`src/rtl/gpio_isol_sequencer.sv`:
```
// gpio_isol_sequencer: releases active-low pad isolation group by group after configuration, re-isolates all pads at once on request
// Ports:
//    CK          clock
//    RSTN        asynchronous active-low reset
//    CONFIG_DONE configuration complete (level)
//    ISOL_REQ    level request to isolate every pad
//    IO_ISOL_N   per-pad isolation, 0 = isolated, 1 = released
//    READY       every group released
//    BUSY        release sequence in progress
//    GROUP_IDX   index of the most recently released group
// Option: define GPIO_ISOL_SEQ_CDC_SYNC_EN to pass CONFIG_DONE through a 2-flop synchronizer;
//    otherwise CONFIG_DONE must be synchronous to CK and a single register is used.
module gpio_isol_sequencer #(
   parameter  int NUM_IO        = 16,
   parameter  int GROUP_SIZE    = 4,
   parameter  int SETTLE_CYCLES = 8,
   parameter  int CNT_W         = 8,
   localparam int NUM_GROUPS    = (NUM_IO + GROUP_SIZE - 1) / GROUP_SIZE,
   localparam int GW            = $clog2(NUM_GROUPS + 1)
) (
   input  logic              CK,
   input  logic              RSTN,
   input  logic              CONFIG_DONE,
   input  logic              ISOL_REQ,
   output logic [NUM_IO-1:0] IO_ISOL_N,
   output logic              READY,
   output logic              BUSY,
   output logic [GW-1:0]     GROUP_IDX
);

   typedef enum logic [1:0] {ISOLATED, SETTLE, ACTIVE} state_t;

   localparam logic [CNT_W-1:0] RELOAD = CNT_W'(SETTLE_CYCLES);
   localparam logic [GW-1:0]    LAST   = GW'(NUM_GROUPS - 1);

   state_t            state_q;
   logic [CNT_W-1:0]  cnt_q;
   logic              cfg_ok;
   logic [GW-1:0]     nxt_idx;
   logic [NUM_IO-1:0] nxt_mask;

`ifdef GPIO_ISOL_SEQ_CDC_SYNC_EN
   logic [1:0] sync_q;
   always_ff @(posedge CK or negedge RSTN)
      if (!RSTN) sync_q <= '0;
      else       sync_q <= {sync_q[0], CONFIG_DONE};
   assign cfg_ok = sync_q[1];
`else
   logic cfg_q;
   always_ff @(posedge CK or negedge RSTN)
      if (!RSTN) cfg_q <= 1'b0;
      else       cfg_q <= CONFIG_DONE;
   assign cfg_ok = cfg_q;
`endif

   // group released on the next step: group 0 when leaving ISOLATED, else the one after GROUP_IDX
   assign nxt_idx = (state_q == ISOLATED) ? '0 : GROUP_IDX + GW'(1);

   // pads of nxt_idx; the last group is naturally clipped at NUM_IO
   always_comb begin
      nxt_mask = '0;
      for (int i = 0; i < NUM_IO; i++)
         nxt_mask[i] = (i / GROUP_SIZE) == int'(nxt_idx);
   end

   always_ff @(posedge CK or negedge RSTN) begin
      if (!RSTN) begin
         state_q   <= ISOLATED;
         cnt_q     <= '0;
         IO_ISOL_N <= '0;
         READY     <= 1'b0;
         BUSY      <= 1'b0;
         GROUP_IDX <= '0;
      end else if (state_q != ISOLATED && (ISOL_REQ || !cfg_ok)) begin
         // abort wins over any release due on this edge: all pads isolate in one step
         state_q   <= ISOLATED;
         cnt_q     <= '0;
         IO_ISOL_N <= '0;
         READY     <= 1'b0;
         BUSY      <= 1'b0;
         GROUP_IDX <= '0;
      end else begin
         case (state_q)
            ISOLATED:
               if (cfg_ok && !ISOL_REQ) begin
                  state_q   <= SETTLE;
                  cnt_q     <= RELOAD;
                  IO_ISOL_N <= nxt_mask;
                  BUSY      <= 1'b1;
                  GROUP_IDX <= '0;
               end
            SETTLE:
               if (cnt_q == CNT_W'(1)) begin
                  if (GROUP_IDX < LAST) begin
                     cnt_q     <= RELOAD;
                     IO_ISOL_N <= IO_ISOL_N | nxt_mask;
                     GROUP_IDX <= nxt_idx;
                  end else begin
                     state_q <= ACTIVE;
                     cnt_q   <= '0;
                     READY   <= 1'b1;
                     BUSY    <= 1'b0;
                  end
               end else begin
                  cnt_q <= cnt_q - CNT_W'(1);
               end
            default: ;
         endcase
      end
   end

endmodule

```
`config.mk`:
```
export PLATFORM = sky130hd
export DESIGN_NAME = gpio_isol_sequencer
export DESIGN_NICKNAME = d
export VERILOG_FILES = /design/src/rtl/gpio_isol_sequencer.sv
export SDC_FILE = /design/constraint.sdc
export NUM_CORES = 1
export LEC_CHECK = 0
export ABC_AREA = 1
export CAP_MARGIN = 20
export CORE_MARGIN = 5
export CORE_UTILIZATION = 55
export DETAILED_ROUTE_END_ITERATION = 8
export PLACE_DENSITY = 0.86
export SETUP_SLACK_MARGIN = 0.3
export SLEW_MARGIN = 20
export SYNTH_ARGS = -nofsm -noshare
export SYNTH_HDL_FRONTEND = slang
export SYNTH_SLANG_ARGS = --single-unit
export TNS_END_PERCENT = 30
```
`constraint.sdc`:
```
create_clock -name CK -period 3.2 [get_ports CK]
set_input_delay 0.64 -clock CK [delete_from_list [all_inputs] [get_ports CK]]
set_output_delay 0.64 -clock CK [all_outputs]
set_load 0.02 [all_outputs]
```
==> results of run 1 <==
## cells in the mapped netlist, types with 2 or more instances
cell	instances	area, um2
nor2_4	3	33.8
o21ai_0	3	15.0
buf_6	2	22.5
nand2_2	2	12.5
o21ai_1	2	10.0
inv_1	19	71.3
nand3_1	18	90.1
a21oi_1	3	15.0
nand2_1	67	251
nand2_8	3	60.1
inv_2	3	11.3
dfrtp_1	31	776
nor2_1	21	78.8
nand2_4	7	78.8
ha_1	3	37.5
## state kept, by name, indices dropped and copies added, names as in the netlist
signal	cells
GROUP_IDX	3
IO_ISOL_N	16
READY	1
cfg_ok	1
cnt_q	8
state_q	2
## placed cells by master (no fill, tap or decap), types with 2 or more instances in the layout
cell type and n:
a21oi_1 3, clkbuf_4 5, clkdlybuf4s50_1 24, dfrtp_1 31, ha_1 3, inv_1 19, inv_2 3, nand2_1 67
nand2_2 2, nand2_4 7, nand2_8 3, nand3_1 18, nor2_1 21, nor2_4 3, o21ai_0 3, o21ai_1 2
## final cells by class
class	instances	area, um2	share of cell area (%)
flip-flops and latches	31	776	40.1
multi-input cells	138	734	38.0
repair buffers	25	248	12.8
inverters	22	82.6	4.27
clock buffers	6	41.3	2.14
well taps	31	38.8	2.01
clock inverters	2	12.5	0.647
## worst paths after layout
check / from / cells past startpoint / slack [ns] / endpoint
worst max-delay path: GROUP_IDX[0] / 1 / 1.10 / GROUP_IDX[0]
worst min-delay path: IO_ISOL_N[8] / 2 / 0.49 / IO_ISOL_N[8]
worst max register to register: cnt_q[1] / 8 / 1.71 / IO_ISOL_N[2]
worst min register to register: IO_ISOL_N[8] / 2 / 0.49 / IO_ISOL_N[8]
max in group asynchronous: RSTN / 2 / 2.24 / GROUP_IDX[2]
min in group asynchronous: RSTN / 2 / 0.69 / cfg_ok
## worst min-delay path, stage by stage (launching register included)
cell	delay [ns]
dfrtp_1	0.36
nand2_1	0.05
nand2_1	0.05
## through the flow
stage,utilization (%),std cells,area (um2),worst slack [ns],power (mW)
3_5_place_dp,67.6,247,1880,1.12,1.29
3_3_place_gp,67.6,247,1880,1.18,1.28
6_report,69.5,255,1930,1.10,1.50
4_1_cts,69.5,255,1930,1.09,1.52
2_1_floorplan,-,194,1620,1.77,1.09
5_1_grt,69.5,255,1930,1.02,1.63
## metal layers
metal / up-vias / track usage, %
li1: 656 / -
met3: 2 / 5.43
met2: 30 / 27.5
met5: - / 0
met1: 598 / 22.8
met4: 0 / 4.83
## cell families (layout without fill, tap and decap cells)
group	count (synthesis)	count (layout)	share of synthesized area, %
and+or+nand+nor	125	125	39.6
buffers and inverters	25	55	6.94
adders and majority gates	3	3	2.31
DFF	31	31	47.8
AOI/OAI and AO/OA	10	10	3.32
## power by group through the flow
stage / clock network, mW / registers [mW] / logic (mW)
CTS: 0.226 / 0.563 / 0.728
finish: 0.219 / 0.562 / 0.723
global route: 0.249 / 0.580 / 0.805
detailed placement: 0 / 0.565 / 0.729
floorplan: 0 / 0.623 / 0.470
global placement: 0 / 0.570 / 0.711
==> flow_metrics.env, run 1 <==
export IMPL_critical_path_slowest_cell="clkdlybuf4s50_1"
export IMPL_layout_area_overhead_vs_synth_pct=19.1
export IMPL_number_of_antenna_violations_at_the_first_check_in_global_routing=0
export IMPL_fp_dieArea_um2=4140
export IMPL_fin_crit_ns=2.10
export IMPL_tritoncts="done"
export IMPL_netlist_cell_types=22
export IMPL_fmaxAchievable_ghz=0.477
export IMPL_drt_first_iter_violations=115
export IMPL_internal_power_mw=0.840
export IMPL_total_nets_final=230
export IMPL_core_region_area_um2=2780
export IMPL_async_reset_ff_share_pct=100
export IMPL_number_of_hold_violations_in_the_final_report=0
export IMPL_fillerInstances=219
export IMPL_pwr_share_seq_pct=37.4
export IMPL_cp_max_fo=6
export IMPL_share_clk_of_total_power_pct=14.6
export IMPL_cp_num_buf_inv=1
export IMPL_n_antenna_cell=0
export IMPL_synth_area_per_inst_um2=8.36
export IMPL_ratio_of_routed_vias_to_standard_cells=5.04
export IMPL_globalplace_congestion=0.901
export IMPL_vias=1286
export IMPL_worst_setup_path_type="reg2out"
export IMPL_critical_path_top_delay_family="buffers and inverters"
export IMPL_drtAntennaViolNets=0
export IMPL_period_share_pct=65.5
export IMPL_cts_num_sinks=31
export IMPL_maxUsedRoutingLayer="met4"
export IMPL_htreeDepth=2
export IMPL_finalWirelength_um=3150
export IMPL_timing_critical_path_to_type="primary output"
export IMPL_ys_seq_area_share_pct=47.8
export IMPL_max_slew_worst_pin_slew_ns=0.418
export IMPL_clock_skew_after_layout_ns=0.00645
export IMPL_drt_pre_antenna_iters=4
export IMPL_unrepaired_setup_endpoints_after_global_routing="false"
export IMPL_setup_violations=0
export IMPL_clock_pin_slew_reported_for_the_worst_setup_and_hold_paths_after_clock_tree_synthesis_ns=0.10
export IMPL_port_buffers=24
export IMPL_wl_met3_um=153
export IMPL_worst_hold_slack_ns=0.493
export IMPL_hp_class="reg2reg"
export IMPL_grt_overflow=0
export IMPL_synth_fp_nets=201
export IMPL_ctsRootBufferMaster="clkbuf_4"
export IMPL_maxCapViolCount=0
export IMPL_rows=19
export IMPL_cts_post_setup_buffers_inserted=0
export IMPL_floorplan_die_width_um=64.3
export IMPL_cts_hold_repair_buffers=0
export IMPL_cts_buffers=5
export IMPL_grt_start_max_net_pins=32
export IMPL_wl_met2_um=1540
export IMPL_power_switching_fraction_pct=44.2
export IMPL_die_height_um=64.3
export IMPL_synth_enable_flop_cells=0
export IMPL_drt_met1_wl_um=1450
export IMPL_initial_utilization_pct=58.3
export IMPL_grt_first_pass_wirelength_um=5800
export IMPL_io_pins=25
export IMPL_p_comb_share_pct=48.0
export IMPL_setup_tns_final_ns=0
export IMPL_reported_net_switching_power_mw=0.664
export IMPL_global_route_usage_total_pct=17.3
export IMPL_timing_critical_path_from_type="flip-flop"
export IMPL_route_detailed_wl_per_inst_um=12.3
export IMPL_postSynthCellCount=194
export IMPL_cp_cell_instances="clkdlybuf4s50_1"
export IMPL_required_time_of_the_critical_path_ns=2.56
export IMPL_drive_gt1_share_pct=12.5
export IMPL_post_dp_hpwl_um=2350
export IMPL_clock_tree_buffer_depth=2
export IMPL_powerDensity_nw_per_um2=778
export IMPL_critPathArrivalTime_ns=1.46
export IMPL_synth_area_um2=1620
export IMPL_outcome="complete, no violations"
export IMPL_ys_seq_elements=31
export IMPL_synthesis_yosys_warnings=0
export IMPL_grt_pass1_vias=1346
export IMPL_post_route_drc_count=0
export IMPL_ir_worst_vdd_mv=0.735
export IMPL_worstSkewPairLatency_ns=0.33
export IMPL_maxSlewViolCount=0
export IMPL_relSlewSlack_pct=72.1
export IMPL_power_leakage_nw=1.04
export IMPL_cts_repair_resized=0
export IMPL_cpPeakStageDelay_ns=0.66
export IMPL_synth_main_ff_cell="dfrtp_1"
No activity file was read; power rests on OpenSTA's default activity.
==> inputs of run 2 (changes only) <==
--- a/config.mk
+++ b/config.mk
@@ -8,9 +8,9 @@
 export ABC_AREA = 1
 export CAP_MARGIN = 20
 export CORE_MARGIN = 5
-export CORE_UTILIZATION = 55
+export CORE_UTILIZATION = 48
 export DETAILED_ROUTE_END_ITERATION = 8
-export PLACE_DENSITY = 0.86
+export PLACE_DENSITY = 0.8
 export SETUP_SLACK_MARGIN = 0.3
 export SLEW_MARGIN = 20
 export SYNTH_ARGS = -nofsm -noshare
==> constraint.sdc (replaced) <==
create_clock -name CK -period 1.9 [get_ports CK]
set_input_delay 0.38 -clock CK [delete_from_list [all_inputs] [get_ports CK]]
set_output_delay 0.38 -clock CK [all_outputs]
set_load 0.02 [all_outputs]
==> run 2 against run 1 <==
- clock-buffer cell count fell by 1
- worst hold slack got worse by 0.074 ns
- power rose by 67%
- largest power group unchanged
==> flow_metrics.env, run 2 (synthesized netlist as in run 1, its figures left out) <==
export IMPL_critical_path_slowest_cell="clkdlybuf4s50_1"
export IMPL_cts_num_sinks=31
export IMPL_cp_max_fo=2
export IMPL_post_dp_hpwl_um=2270
export IMPL_clock_pin_slew_reported_for_the_worst_setup_and_hold_paths_after_clock_tree_synthesis_ns=0.10
export IMPL_worstSkewPairLatency_ns=0.33
export IMPL_critPathArrivalTime_ns=1.31
export IMPL_cts_post_setup_buffers_inserted=0
export IMPL_largest_register_ffs=16
export IMPL_floorplan_die_width_um=68.1
export IMPL_grt_overflow=0
export IMPL_ir_worst_vdd_mv=0.724
export IMPL_timing_critical_path_to_type="primary output"
export IMPL_maxSlewViolCount=0
export IMPL_worst_r2r_cell_count=8
export IMPL_route_detailed_wl_per_inst_um=11.6
export IMPL_initial_utilization_pct=49.0
export IMPL_rows=21
export IMPL_hp_class="in2async"
export IMPL_io_pins=25
export IMPL_port_buffers=24
export IMPL_grt_pass1_vias=1269
export IMPL_max_slew_worst_pin_slew_ns=0.415
export IMPL_detailed_place_area_um2=1900
export IMPL_cpPeakStageDelay_ns=0.61
export IMPL_fillerInstances=326
export IMPL_drt_first_iter_violations=74
export IMPL_drt_pre_antenna_iters=4
export IMPL_final_non_filler_cell_area_um2=1970
export IMPL_layout_area_overhead_vs_synth_pct=21.6
export IMPL_setup_reg_to_reg_worst_slack_ns=0.40
export IMPL_outcome="complete, no violations"
export IMPL_setup_violations=0
export IMPL_powerDensity_nw_per_um2=1270
export IMPL_ctsRootBufferMaster="clkbuf_4"
export IMPL_cp_num_buf_inv=1
export IMPL_worst_setup_path_type="reg2out"
export IMPL_drive_gt1_share_pct=12.9
export IMPL_power_leakage_nw=1.22
export IMPL_die_height_um=68.1
export IMPL_fmaxAchievable_ghz=0.591
export IMPL_cts_repair_resized=6
export IMPL_relSlewSlack_pct=72.3
export IMPL_number_of_antenna_violations_at_the_first_check_in_global_routing=0
export IMPL_drtAntennaViolNets=0
export IMPL_fin_crit_ns=1.69
export IMPL_clock_skew_after_layout_ns=0.00473
export IMPL_clock_tree_buffer_depth=2
export IMPL_ratio_of_routed_vias_to_standard_cells=4.69
export IMPL_top_reg_by_flops="IO_ISOL_N"
export IMPL_cts_hold_repair_buffers=0
export IMPL_unrepaired_setup_endpoints_after_global_routing="true"
export IMPL_final_common_cell="nand2_1"
export IMPL_timing_critical_path_from_type="flip-flop"
export IMPL_period_share_pct=89.1
export IMPL_global_route_usage_total_pct=16.5
export IMPL_cts_buffers=5
export IMPL_multi_input_comb_area_um2=734
export IMPL_number_of_hold_violations_in_the_final_report=0
export IMPL_reg_largest_list="IO_ISOL_N x16, cnt_q x8, GROUP_IDX x3"
export IMPL_vias=1265
export IMPL_n_antenna_cell=0
export IMPL_fp_dieArea_um2=4640
export IMPL_finalWirelength_um=3130
export IMPL_grt_first_pass_wirelength_um=5640
export IMPL_core_region_area_um2=3310
export IMPL_setup_tns_final_ns=0
export IMPL_critical_path_depth=1
export IMPL_worst_hold_slack_ns=0.419
export IMPL_mostFrequentLayoutCells="nand2_1 (67), dfrtp_1 (31), nor2_1 (21), inv_1 (19), nand3_1 (18)"
export IMPL_tritoncts="done"
export IMPL_required_time_of_the_critical_path_ns=1.52
export IMPL_grt_start_max_net_pins=32
export IMPL_htreeDepth=2
export IMPL_seq_area_um2=776
export IMPL_globalplace_congestion=0.864
export IMPL_post_route_drc_count=0
export IMPL_cp_cell_instances="clkdlybuf4s50_1"
export IMPL_total_nets_final=230
export IMPL_maxCapViolCount=0
export IMPL_critical_path_top_delay_family="buffers and inverters"
-- run 2: worst paths after layout --
check	startpoint	end
setup / recovery	IO_ISOL_N[12]	IO_ISOL_N[12]
hold / removal	RSTN	cnt_q[4]
setup reg to reg	cnt_q[1]	IO_ISOL_N[9]
hold reg to reg	IO_ISOL_N[6]	IO_ISOL_N[6]
max in group asynchronous	RSTN	IO_ISOL_N[8]
min in group CK	IO_ISOL_N[6]	IO_ISOL_N[6]
-- run 2: stage by stage --
step / worst slack, ns / cells / power, mW / util [%]
floorplan: 0.524 / 194 / 1.84 / -
global placement: 0.131 / 262 / 2.16 / 57.3
detailed placement: 0.0836 / 262 / 2.17 / 57.3
CTS: 0.169 / 270 / 2.55 / 58.8
global route: 0.150 / 270 / 2.75 / 59.6
finish: 0.207 / 270 / 2.51 / 59.6
-- run 2: power by group --
| group | switching [mW] | total [mW] | internal, mW | leakage [nW] |
|---|---|---|---|---|
| registers | 0.127 | 0.944 | 0.817 | 0.415 |
| logic | 0.752 | 1.18 | 0.426 | 0.781 |
| clock network | 0.244 | 0.385 | 0.141 | 0.0272 |
-- run 2: layout make-up --
class | instances | area share [%]
Multi-Input combinational cell | 138 | 37.2
Clock inverter | 3 | 1.01
Clock buffer | 5 | 1.90
Tap cell | 46 | 2.92
Sequential cell | 31 | 39.3
Inverter | 22 | 4.19
Timing Repair Buffer | 25 | 13.4
-- run 2: layer usage --
metal	wire, um	global-route usage [%]
met1	1470	20.5
met2	1450	25.5
met3	183	6.57
met4	26	6.45
met5	0	0
